==> config.mk <==
export PLATFORM = sky130hd
export DESIGN_NAME = systolic_feeder_2x2
export DESIGN_NICKNAME = d
export VERILOG_FILES = /design/src/rtl/systolic_feeder_2x2.sv
export SDC_FILE = /design/constraint.sdc
export NUM_CORES = 1
export LEC_CHECK = 0
export CAP_MARGIN = 20
export CORE_ASPECT_RATIO = 0.8
export CORE_MARGIN = 5
export CORE_UTILIZATION = 47
export CTS_CLUSTER_SIZE = 25
export DETAILED_ROUTE_END_ITERATION = 10
export GPL_ROUTABILITY_DRIVEN = 0
export PLACE_DENSITY = 0.86
export SLEW_MARGIN = 20
export SYNTH_ARGS = -nofsm -noshare
export SYNTH_HDL_FRONTEND = slang
export SYNTH_SLANG_ARGS = --single-unit
==> constraint.sdc <==
create_clock -name clk -period 2.2 [get_ports clk]
set_input_delay 0.33 -clock clk [delete_from_list [all_inputs] [get_ports clk]]
set_output_delay 0.33 -clock clk [all_outputs]
set_load 0.02 [all_outputs]
==> src/rtl/systolic_feeder_2x2.sv <==
// Front-end sequencer for a 2x2 output-stationary array:
// latches A/B, clears, feeds skewed streams, drains, captures C.
module systolic_feeder_2x2 #(
  parameter int WIDTH        = 8,
  parameter int DRAIN_CYCLES = 4
) (
  input  logic             clk,
  input  logic             rst_n,
  input  logic             abort,
  input  logic             in_valid,
  output logic             in_ready,
  input  logic [WIDTH-1:0] a00,
  input  logic [WIDTH-1:0] a01,
  input  logic [WIDTH-1:0] a10,
  input  logic [WIDTH-1:0] a11,
  input  logic [WIDTH-1:0] b00,
  input  logic [WIDTH-1:0] b01,
  input  logic [WIDTH-1:0] b10,
  input  logic [WIDTH-1:0] b11,
  output logic             arr_clear,
  output logic [WIDTH-1:0] arr_a0,
  output logic [WIDTH-1:0] arr_a1,
  output logic [WIDTH-1:0] arr_b0,
  output logic [WIDTH-1:0] arr_b1,
  input  logic [WIDTH-1:0] arr_c00,
  input  logic [WIDTH-1:0] arr_c01,
  input  logic [WIDTH-1:0] arr_c10,
  input  logic [WIDTH-1:0] arr_c11,
  output logic             out_valid,
  input  logic             out_ready,
  output logic [WIDTH-1:0] c00,
  output logic [WIDTH-1:0] c01,
  output logic [WIDTH-1:0] c10,
  output logic [WIDTH-1:0] c11,
  output logic             busy
);

  typedef enum logic [2:0] {
    S_IDLE,
    S_CLEAR,
    S_FEED,
    S_DRAIN,
    S_DONE
  } state_t;

  localparam logic [3:0] DrainLast = 4'(DRAIN_CYCLES - 1);
  localparam logic [WIDTH-1:0] Zero = '0;

  state_t           state_q;
  logic [3:0]       cnt_q;
  logic [WIDTH-1:0] a00_q, a01_q, a10_q, a11_q;
  logic [WIDTH-1:0] b00_q, b01_q, b10_q, b11_q;
  logic             clr_q, ovld_q, rdy_q, busy_q;
  logic [WIDTH-1:0] sa0_q, sa1_q, sb0_q, sb1_q;
  logic [WIDTH-1:0] c00_q, c01_q, c10_q, c11_q;

  // Sequencer: every output is produced here as a register, so the
  // value seen in a cycle is the one chosen at the edge that began it.
  always_ff @(posedge clk or negedge rst_n) begin
    if (!rst_n) begin
      state_q <= S_IDLE;
      cnt_q   <= '0;
      a00_q   <= '0;
      a01_q   <= '0;
      a10_q   <= '0;
      a11_q   <= '0;
      b00_q   <= '0;
      b01_q   <= '0;
      b10_q   <= '0;
      b11_q   <= '0;
      clr_q   <= 1'b0;
      ovld_q  <= 1'b0;
      rdy_q   <= 1'b1;
      busy_q  <= 1'b0;
      sa0_q   <= '0;
      sa1_q   <= '0;
      sb0_q   <= '0;
      sb1_q   <= '0;
      c00_q   <= '0;
      c01_q   <= '0;
      c10_q   <= '0;
      c11_q   <= '0;
    end else if (abort) begin
      state_q <= S_IDLE;
      cnt_q   <= '0;
      clr_q   <= 1'b0;
      ovld_q  <= 1'b0;
      rdy_q   <= 1'b1;
      busy_q  <= 1'b0;
      sa0_q   <= '0;
      sa1_q   <= '0;
      sb0_q   <= '0;
      sb1_q   <= '0;
    end else begin
      unique case (state_q)
        S_IDLE: begin
          if (in_valid) begin
            a00_q   <= a00;
            a01_q   <= a01;
            a10_q   <= a10;
            a11_q   <= a11;
            b00_q   <= b00;
            b01_q   <= b01;
            b10_q   <= b10;
            b11_q   <= b11;
            clr_q   <= 1'b1;
            rdy_q   <= 1'b0;
            busy_q  <= 1'b1;
            state_q <= S_CLEAR;
          end
        end
        S_CLEAR: begin
          clr_q   <= 1'b0;
          sa0_q   <= a00_q;
          sa1_q   <= Zero;
          sb0_q   <= b00_q;
          sb1_q   <= Zero;
          cnt_q   <= '0;
          state_q <= S_FEED;
        end
        S_FEED: begin
          // cnt_q is the step currently on the wires; load the next one.
          if (cnt_q == 4'd0) begin
            sa0_q <= a01_q;
            sa1_q <= a10_q;
            sb0_q <= b10_q;
            sb1_q <= b01_q;
            cnt_q <= 4'd1;
          end else if (cnt_q == 4'd1) begin
            sa0_q <= Zero;
            sa1_q <= a11_q;
            sb0_q <= Zero;
            sb1_q <= b11_q;
            cnt_q <= 4'd2;
          end else begin
            sa0_q   <= Zero;
            sa1_q   <= Zero;
            sb0_q   <= Zero;
            sb1_q   <= Zero;
            cnt_q   <= '0;
            state_q <= S_DRAIN;
          end
        end
        S_DRAIN: begin
          if (cnt_q == DrainLast) begin
            c00_q   <= arr_c00;
            c01_q   <= arr_c01;
            c10_q   <= arr_c10;
            c11_q   <= arr_c11;
            ovld_q  <= 1'b1;
            cnt_q   <= '0;
            state_q <= S_DONE;
          end else begin
            cnt_q <= cnt_q + 4'd1;
          end
        end
        S_DONE: begin
          if (out_ready) begin
            ovld_q  <= 1'b0;
            rdy_q   <= 1'b1;
            busy_q  <= 1'b0;
            state_q <= S_IDLE;
          end
        end
        default: begin
          state_q <= S_IDLE;
          rdy_q   <= 1'b1;
          busy_q  <= 1'b0;
        end
      endcase
    end
  end

  assign in_ready  = rdy_q;
  assign busy      = busy_q;
  assign arr_clear = clr_q;
  assign arr_a0    = sa0_q;
  assign arr_a1    = sa1_q;
  assign arr_b0    = sb0_q;
  assign arr_b1    = sb1_q;
  assign out_valid = ovld_q;
  assign c00       = c00_q;
  assign c01       = c01_q;
  assign c10       = c10_q;
  assign c11       = c11_q;

endmodule

Word level (Yosys, flattened, before mapping)

Index checks and enable logic that the tools add are counted.

Input port bits: 101
Bits in registers: 139
Memories: 0
Bits in writable memories: 0
Bits in latches: 0
Output and inout bits: 68
ROM bits: 0

Bitwise operators: 1
Equality and inequality tests: 12
Divide/modulo/power cells: 0
Reduce and logical (&&, ||, !) cells: 13
Mux-type cells: 39
$mul: 0
Magnitude comparators: 0
$add $sub $neg: 1
Shift-type cells: 0

Operator list:

| cell                  | number |
|---|---|
| $mux W8               | 10 |
| $pmux W8 S2           | 4 |
| $mux W3               | 6 |
| $ne A3 B3 Y1 const B  | 5 |
| $pmux W3 S5           | 1 |
| $pmux W4 S3           | 1 |
| $reduce_and A3 Y1     | 4 |
| $mux W1               | 9 |
| $reduce_bool A3 Y1    | 3 |
| $mux W4               | 2 |
| $eq A3 B2 Y1 const B  | 2 |
| $pmux W1 S3           | 2 |
| $reduce_and A5 Y1     | 1 |
| $add A4 B1 Y4 const B | 1 |
| $eq A4 B1 Y1 const B  | 1 |
| $eq A4 B2 Y1 const B  | 1 |
| $logic_not A4 Y1      | 1 |
| $mux W2               | 2 |
| $pmux W1 S2           | 2 |
| $reduce_bool A4 Y1    | 1 |
| $eq A3 B1 Y1 const B  | 1 |
| $eq A3 B3 Y1 const B  | 1 |
| $logic_not A3 Y1      | 1 |
| $reduce_or A3 Y1      | 1 |
| other kinds (3)       | 3 |

Longest topological paths before layout

Word-level depth: 5
Gate-level depth with buffers: 8

Worst setup path after synthesis

No wires, ideal clock.

Kind: register to register
From: register cnt_q[0]
To: register sa0_q[2], in the netlist arr_a0[2]
Slack: 0.309 ns
Clock period less this slack: 1.891 ns
Cell stages (with the launch flop): 9
Data required time: 2.074 ns
Arrival: 1.765 ns
Path buffers: 3
Cell sequence: dfrtp_1 > inv_1 > ha_1 > clkbuf_1 > nor2b_1 > and3b_1 > clkbuf_1 > buf_2 > a221o_1

Word-level cells in the longest chain between the ends: 4

RTL lines:

| item                     | line | text |
|---|---|---|
| start: declaration       | 50   | `logic [3:0] cnt_q;` |
| start signal: assignment | 154  | `cnt_q <= cnt_q + 4'd1;` |
| $logic_not A4 Y1         | 123  | `if (cnt_q == 4'd0) begin` |
| $mux W8                  | 123  |  |
| $pmux W8 S2              | 95   | `unique case (state_q)` |
| $mux W8                  | 83   | `end else if (abort) begin` |
| end signal: assignment   | 124  | `sa0_q <= a01_q;` |
| end signal: assignment   | 130  | `sa0_q <= Zero;` |
| end signal: assignment   | 136  | `sa0_q <= Zero;` |
| end: declaration         | 54   | `logic [WIDTH-1:0] sa0_q, sa1_q, sb0_q, sb1_q;` |

No other way between the ends.
A chain may end at the register's enable or synchronous reset.

Final worst setup path

From: register cnt_q[0]
To: register sb0_q[6], in the netlist arr_b0[6]

Word-level cells in the longest chain between the ends: 4

RTL lines:

| item                   | line | text |
|---|---|---|
| $logic_not A4 Y1       | 123  |  |
| $mux W8                | 123  |  |
| $pmux W8 S2            | 95   |  |
| $mux W8                | 83   |  |
| end signal: assignment | 126  | `sb0_q <= b10_q;` |
| end signal: assignment | 132  | `sb0_q <= Zero;` |
| end signal: assignment | 138  | `sb0_q <= Zero;` |
| end: declaration       | 54   |  |

No other way between the ends.

==> run metrics <==
Routed Wire Length=14500 um; mux cell area share after synthesis=0.187; Final min period=1.92 ns; clock root cell=clkbuf_16; Die Y=109 um; Synth Area in XOR/XNOR=0.00303; r2r setup slk=0.28 ns; CP arrival=2.26 ns; Primary FF master, synth=dfrtp_1; Worst R2R Start=cnt_q[0]; I/O Pins=169; HPWL after DPL=10000 um; Clock Skew=0.00934 ns; post-synthesis sequential area ratio=0.602; GRT Total Usage=0.206; largest family of logic cells by synthesized area=multiplexers; CTS clock-pin slew for the worst setup and hold paths=0.06 ns; crit share post-route=0.872; non-filler cells, final=752; Avg Inst Size Synth=14.2 um2; simple-gate share of the synthesized area=0.0528; Vias/cell=5.49; hold_buf cts=1; Core Box Area=0.0121 mm2; Worst Max-Slew Pin Slew=0.685 ns; CP endpoint kind=flip-flop; Worst EP required=2.54 ns; area occupied by multi-input gates=0.00216 mm2; R2R depth=5; die width=134 um; Post-Syn Area=0.00578 mm2; Max VDD drop=0.000592 V; critical path class=reg2reg; Util after Layout=0.699; Final WS setup=0.282 ns; Initial DRC Count=213; Unique masters post-synth=49; fmax=521 MHz; CTS resizes=0; DRC=0; mean routed wirelength per cell=19.3 um; FILL cells=803; Hold Crit Class=in2async; DR vias=4131; clock buffer depth=2; Max-Cap Viols=0; TNS Setup=0 ns; status=finished, final reports clean; synth-to-layout area growth=46.5%; CTS Buf Count=17; Post-synth ARST share=1.00; n_diodes=0; cell area power density=945 mW/mm2; crit-path max FO=14; Mapped Nets=510; #FFs+latches synth=139; Slew Viols, Final=0; layout cells sized above 1=0.278; Initial Util=0.477; port bufs=168; RSZ-0062 raised after global routing=no; Skew-Pair Late Insertion Delay=0.41 ns; Placed Cells incl. Taps=719; die footprint=0.0146 mm2; Post-Synth Adder-Cell Area=0.00650; final-report hold violation count=0; warnings from Yosys=0; compound-cell area share of the yosys netlist=0.120; CTS tree=done; Post-synth EDFFs=0; Final ANT Viol Nets=0; H-tree depth=4; largest net degree at the start of global routing=48; iteration count of the initial detailed-routing pass=7; Mapped Cells=406; FP Rows=36; crit path launch type=flip-flop; Final nets=691; Crit. Startpoint=cnt_q[0]; Post CTS Setup Buffer Count=0; first-pass GRT wire length=23400 um; antenna violations before repair=0; register area=0.00348 mm2; worst slack, placed=0.152 ns; vias in the first global route=4471; Rel. slew slack=0.543; Worst R2R End=arr_b0[6]; endpoints failing setup=0; static leakage=3.69 nW; total power=8.00 mW; gr ovfl total=0; clock sink total=139
==> cells by family after synthesis <==
kind of cell	after synthesis
xor gates and xnor gates	2
AOI/OAI and AO/OA	80
and+or+nand+nor	50
DFF	139
buffers and inverters	36
muxes	96
adders and majority gates	3
==> stage by stage <==
stage                     hold WS [ns]  instance area, um2
final                            0.424                8470
after global routing             0.468                8470
after CTS                        0.438                8470
after detailed placement         0.289                7770
after global placement           0.283                7770
after floorplan                 0.0344                5780
==> critical path, stage by stage (launching register included) <==
cell and delay (ns):
dfrtp_1 0.44, inv_1 0.08, ha_1 0.15, nor2b_1 0.25, and3b_1 0.65, a221o_1 0.27
==> how the worst max path moves through the flow <==
stage,endpoint,slack [ns],depth (start not counted)
floorplan,arr_a0[2],0.31,8
global placement,arr_a1[7],0.23,5
detailed placement,arr_b1[1],0.15,5
CTS,in_ready,0.28,1
global route,arr_b0[6],0.19,5
finish,arr_b0[6],0.28,5
==> layout make-up <==
type,instances,area share
Sequential cell,139,0.411
Multi-Input combinational cell,231,0.255
Timing Repair Buffer,191,0.227
Inverter,7,0.00310
Clock buffer,20,0.0539
Clock inverter,12,0.0275
Tap cell,152,0.0225
==> cells in the mapped netlist, drive strengths merged (2+ instances only) <==
library cell  instances  area (um2)
and2                  3        18.8
nand2                 7        26.3
a221o                14         140
a21o                  2        15.0
o2bb2ai              16         215
nand4                 3        18.8
buf                  15        83.8
o21bai                2        15.0
nor2b                 2        12.5
ha                    3        37.5
a22oi                16         120
mux2                 96        1080
nor2                  6        22.5
nand2b               12        75.1
clkbuf               14        52.6
nor4                  3        18.8
inv                   7        26.3
nand3                 2        10.0
or3b                  2        17.5
nor3                  3        15.0
a21oi                16        80.1
o311ai                3        26.3
dfrtp               138        3450
o21ai                 2        10.0
a31oi                 2        12.5
==> layout by cell type, fill, tap and decap left out, types with 7 or more instances in the layout <==
cell,count
clkdlybuf4s50_1,167
nand2b_1,12
o2bb2ai_2,9
a22oi_1,16
nand2_1,7
inv_1,7
dfrtp_1,138
a21oi_1,15
buf_4,17
mux2_2,96
clkbuf_16,17
a221o_1,14
==> layer usage <==
metal,track usage,wire (um),vias up
li1,-,-,1870
met1,0.256,5950,2047
met2,0.331,6950,182
met3,0.0844,1370,32
met4,0.0668,258,0
met5,0,0,-
==> where the power goes <==
group | switching [mW] | internal (mW) | leakage [nW] | total, mW
combinational | 0.608 | 0.801 | 1.57 | 1.41
sequential | 0.268 | 3.00 | 1.78 | 3.26
clock | 1.12 | 2.21 | 0.336 | 3.33
total | 1.99 | 6.00 | 3.69 | 8.00
No activity file was read; power rests on OpenSTA's default activity.
==> edit 1: new RTL, same flow settings <==
Change the parameter `WIDTH` from 8 to 10.
--- a/src/rtl/systolic_feeder_2x2.sv
+++ b/src/rtl/systolic_feeder_2x2.sv
@@ -1,7 +1,7 @@
 // Front-end sequencer for a 2x2 output-stationary array:
 // latches A/B, clears, feeds skewed streams, drains, captures C.
 module systolic_feeder_2x2 #(
-  parameter int WIDTH        = 8,
+  parameter int WIDTH        = 10,
   parameter int DRAIN_CYCLES = 4
 ) (
   input  logic             clk,
Interface: changed (20 resized); port bits go from 169 to 209. No check against the original RTL was run, so the function may have changed too.
==> edit 1 against the original RTL <==
Routed wire length is 25% higher. Cell area is 19% higher. Count of clock-buffer cells in the layout is 6 higher. Area after synthesis is 24% higher. Sequential cell count rose by 32. Die area rose by 21%. Cell count is 20% higher. Via count rose by 19%. Non-clock buffer count increased by 38. First-iteration DRC count increased by 70%. Utilization fell by 2.4 points. Worst setup slack better by 0.0049 ns.
Power is not compared: it rests on default switching activity, and its combinational part moved more than twofold at a synthesized area within 25%.
==> edit 1: results <==
[critical_path]
cp_max_fo = 2
worstReg2RegStart = "cnt_q[0]$_DFFE_PN0P_"
cp.arrival_ns = 1.58
reg2reg_depth = 6
worst_path_max_delay_cell = "clkdlybuf4s50_1"
r2r-end = "arr_a0[5]$_DFFE_PN0P_"
reg2reg_slack_ns = 0.40
critPathTopFamily = "buffers and inverters"
max_stage_delay_ns = 0.61

[clock_network]
cts_root_buffer = "clkbuf_16"
cts_setup_buffers = 0
ctsLongestPathBuffers = 2
clkLatencyLatePin_ns = 0.41
cts_buffers = 17
clkTransAtPathRegs_ns = 0.06
cts_resized = 0
ctsHoldBuffers = 1

[route]
dr_total_vias = 4927
drtIter0Drc = 362
finalWirelength_um = 18100
drt-pass1-iter-count = 4

[sta]
skew_ns = 0.00928
holdWs_ns = 0.418
tightest_slew_ns = 0.459

[place]
dp_hpwl_um = 12800
pre_cts_slack_ns = 0.0781
place_inst = 869
dpl-instance-area_sq_um = 9510
port_buffers = 208

[outcome]
status = "finished clean"

[cells_and_area]
drive_above_1_share_pct = 24.8
fin_cells = 902
layout.nets = 828

[logic_synthesis]
syn-num-nets = 616
async_flop_share_pct = 100
synthXorXnorAreaFrac_pct = 0.123
synthMuxAreaShare_pct = 21.7
synth_compound_area_share_pct = 8.98
synth_adder_area_share_pct = 0.526
yosysSeqAreaShare_pct = 60.0
synth_ff_type = "dfrtp_1"
syn_inst = 488
synthTopCellsByArea = "dfrtp_1 60%, mux2_2 19%, o2bb2ai_1 5.0%"
synth_commonest_cells = "170 x dfrtp_1, 118 x mux2_2, 41 x o2bb2ai_1"
ys.warnings.count = 0
synth.distinct_cells = 46

[grt]
globalRouteTotalUtil_pct = 20.9
grt_max_degree = 56
grt_pass1_vias = 5306
grt_pass1_wl_um = 29100

[min_path]
hold_class = "primary input to async pin"

[power]
leakage_nw = 4.37
ir_drop_mv = 0.864
-- edit 1: cell types whose count changed in the layout (fill, tap and decap cells not counted), moves of 8 or more --
cell             unedited run  this run
clkdlybuf4s50_1           167       207
o2bb2ai_1                   6        41
dfrtp_1                   138       170
mux2_2                     96       118
mux2i_1                     0        20
nor4bb_1                    0        20
a221o_1                    14         1
nand2b_1                   12         0
o2bb2ai_2                   9         0
a21oi_1                    15         7
-- edit 1: cell type report --
| type | instances | area [sq um] |
|---|---|---|
| fillers | 1056 | 4860 |
| clock inverters | 6 | 85.1 |
| multi-input cells | 275 | 2670 |
| inverters | 6 | 22.5 |
| clock buffers | 26 | 499 |
| well taps | 189 | 236 |
| repair buffers | 229 | 2310 |
| flip-flops and latches | 171 | 4280 |
-- edit 1: worst max-delay path by stage --
stage	from	end	slack, ns
after global placement	abort	c11[8]$_DFFE_PN0P_	0.16
after floorplan	cnt_q[1]$_DFFE_PN0P_	arr_a1[2]$_DFFE_PN0P_	0.61
final	in_ready$_DFFE_PN1P_	in_ready	0.29
after global routing	in_ready$_DFFE_PN1P_	in_ready	0.23
after CTS	in_ready$_DFFE_PN1P_	in_ready	0.26
after detailed placement	abort	c11[3]$_DFFE_PN0P_	0.08
-- edit 1: power breakdown --
part	internal, mW	switching (mW)	total [mW]	leakage [nW]
logic	2.13	1.77	3.90	1.90
clock network	1.79	1.13	2.93	0.281
registers	4.19	0.632	4.83	2.19
-- edit 1: metal layers --
layer / wire, um / track usage, % / share of wire, %
met1: 7960 / 28.1 / 44
met2: 8380 / 32.4 / 46
met3: 1530 / 7.31 / 8.4
met4: 255 / 6.00 / 1.4
met5: 0 / 0 / 0
==> edit 2: new RTL, same flow settings <==
Made on the original files. The 5 states of `state_t` get a one-hot encoding in 5 bits.
--- a/src/rtl/systolic_feeder_2x2.sv
+++ b/src/rtl/systolic_feeder_2x2.sv
@@ -35,12 +35,12 @@
   output logic             busy
 );
 
-  typedef enum logic [2:0] {
-    S_IDLE,
-    S_CLEAR,
-    S_FEED,
-    S_DRAIN,
-    S_DONE
+  typedef enum logic [4:0] {
+    S_IDLE  = 5'b00001,
+    S_CLEAR = 5'b00010,
+    S_FEED  = 5'b00100,
+    S_DRAIN = 5'b01000,
+    S_DONE  = 5'b10000
   } state_t;
 
   localparam logic [3:0] DrainLast = 4'(DRAIN_CYCLES - 1);
Function: same outputs for any inputs over 10 cycles, from zero or initial values and one cycle with rst_n low; not proved beyond that.
==> edit 2 against the original RTL <==
Sequential share of layout area increased by 0.15 points. Utilization fell by 2.9 points. Die area up 4.6%. Sequential cell count rose by 2. Routed wire length up 4.5%. Cell area increased by 1.1%. Critical path depth fell by 4. Worst setup slack gained 0.038 ns. Via count up 1.9%. Register-to-register slack better by 0.09 ns. Power is 8.6% lower. Area after synthesis is 5.0% higher. Largest power group is now registers.
==> edit 2: results <==
[critical_path]
max_stage_delay_ns = 0.61
cp.arrival_ns = 1.55
worst_path_max_delay_cell = "clkdlybuf4s50_1"
reg2reg_slack_ns = 0.37
worstReg2RegStart = "state_q[1]$_DFFE_PN0P_"
r2r-end = "c11[2]$_DFFE_PN0P_"
cp_max_fo = 2
crit_start = "in_ready$_DFFE_PN1P_"

[grt]
globalRouteTotalUtil_pct = 20.6
grt_use_met3_pct = 7.50
grt_pass1_wl_um = 24500
use_met1_pct = 26.2
grt_pass1_vias = 4691
grt_util_met2_pct = 33.8

[route]
drtIter0Drc = 155
post_drt_wl_per_cell_um = 18.8
finalWirelength_um = 15200

[sta]
tightest_slew_ns = 0.418
skew_ns = 0.00450
max_freq_mhz = 532
setup_viol = 0

[logic_synthesis]
synthTopCellsByArea = "dfrtp_1 57%, mux2_4 9.4%, mux2_2 8.7%"
synth.distinct_cells = 39
yosysSeqAreaShare_pct = 58.2
synth_commonest_cells = "139 x dfrtp_1, 47 x mux2_2, 38 x mux2_4"

[cells_and_area]
fin_util_pct = 67.0
fillCellCount = 942
drive_above_1_share_pct = 22.6
layout.nets = 725

[power]
ir_drop_mv = 0.602

[place]
pre_cts_slack_ns = 0.258
dpl-instance-area_sq_um = 7970

[outcome]
status = "finished clean"
-- edit 2: cell types whose count changed after synthesis, sizes merged, moves of 12 or more --
cell / before / now
a21oi: 16 / 4
nand2b: 12 / 0
and2: 3 / 17
mux2i: 0 / 16
o21ai: 2 / 39
o2bb2ai: 16 / 2
nand2: 7 / 36
a221o: 14 / 0
-- edit 2: metal layers --
metal	vias to the layer above	share of wire (%)	wire length, um
li1	1928	-	-
met1	2115	43	6490
met2	157	48	7310
met3	10	8.4	1270
met4	0	0.76	115
met5	-	0	0
-- edit 2: cell families (layout without fill, tap and decap cells) --
logic type	count (synthesis)	in the layout	synth area share [%]
and+or+nand+nor	82	82	7.34
muxes	112	112	22.8
DFF	141	141	58.2
buffers and inverters	33	222	3.51
adders and majority gates	3	3	0.619
xor gates and xnor gates	3	3	0.433
AOI/OAI and AO/OA	71	71	7.11
-- edit 2: area by class of cell --
type | instances | share of cell area, %
inverter | 5 | 0.219
clock buffer | 20 | 5.34
timing repair buffer | 185 | 21.8
multi-input combinational | 271 | 27.5
clock inverter | 12 | 1.40
tap | 175 | 2.56
sequential | 141 | 41.3
-- edit 2: worst min path at each step --
stage                     start               endpoint  slack (ns)
after floorplan           rst_n   a00_q[0]$_DFFE_PN0P_        0.03
after global placement    rst_n   a00_q[1]$_DFFE_PN0P_        0.27
after detailed placement  rst_n  arr_a0[1]$_DFFE_PN0P_        0.28
after CTS                 rst_n   a01_q[0]$_DFFE_PN0P_        0.41
after global routing      rst_n   a01_q[0]$_DFFE_PN0P_        0.45
final                     rst_n  arr_a0[1]$_DFFE_PN0P_        0.43
-- edit 2: power breakdown --
group          switching, mW  internal, mW  leakage (nW)
logic                  0.451         0.828          1.68
clock network           1.06          1.71         0.277
registers              0.248          3.01          1.78
total                   1.76          5.55          3.74
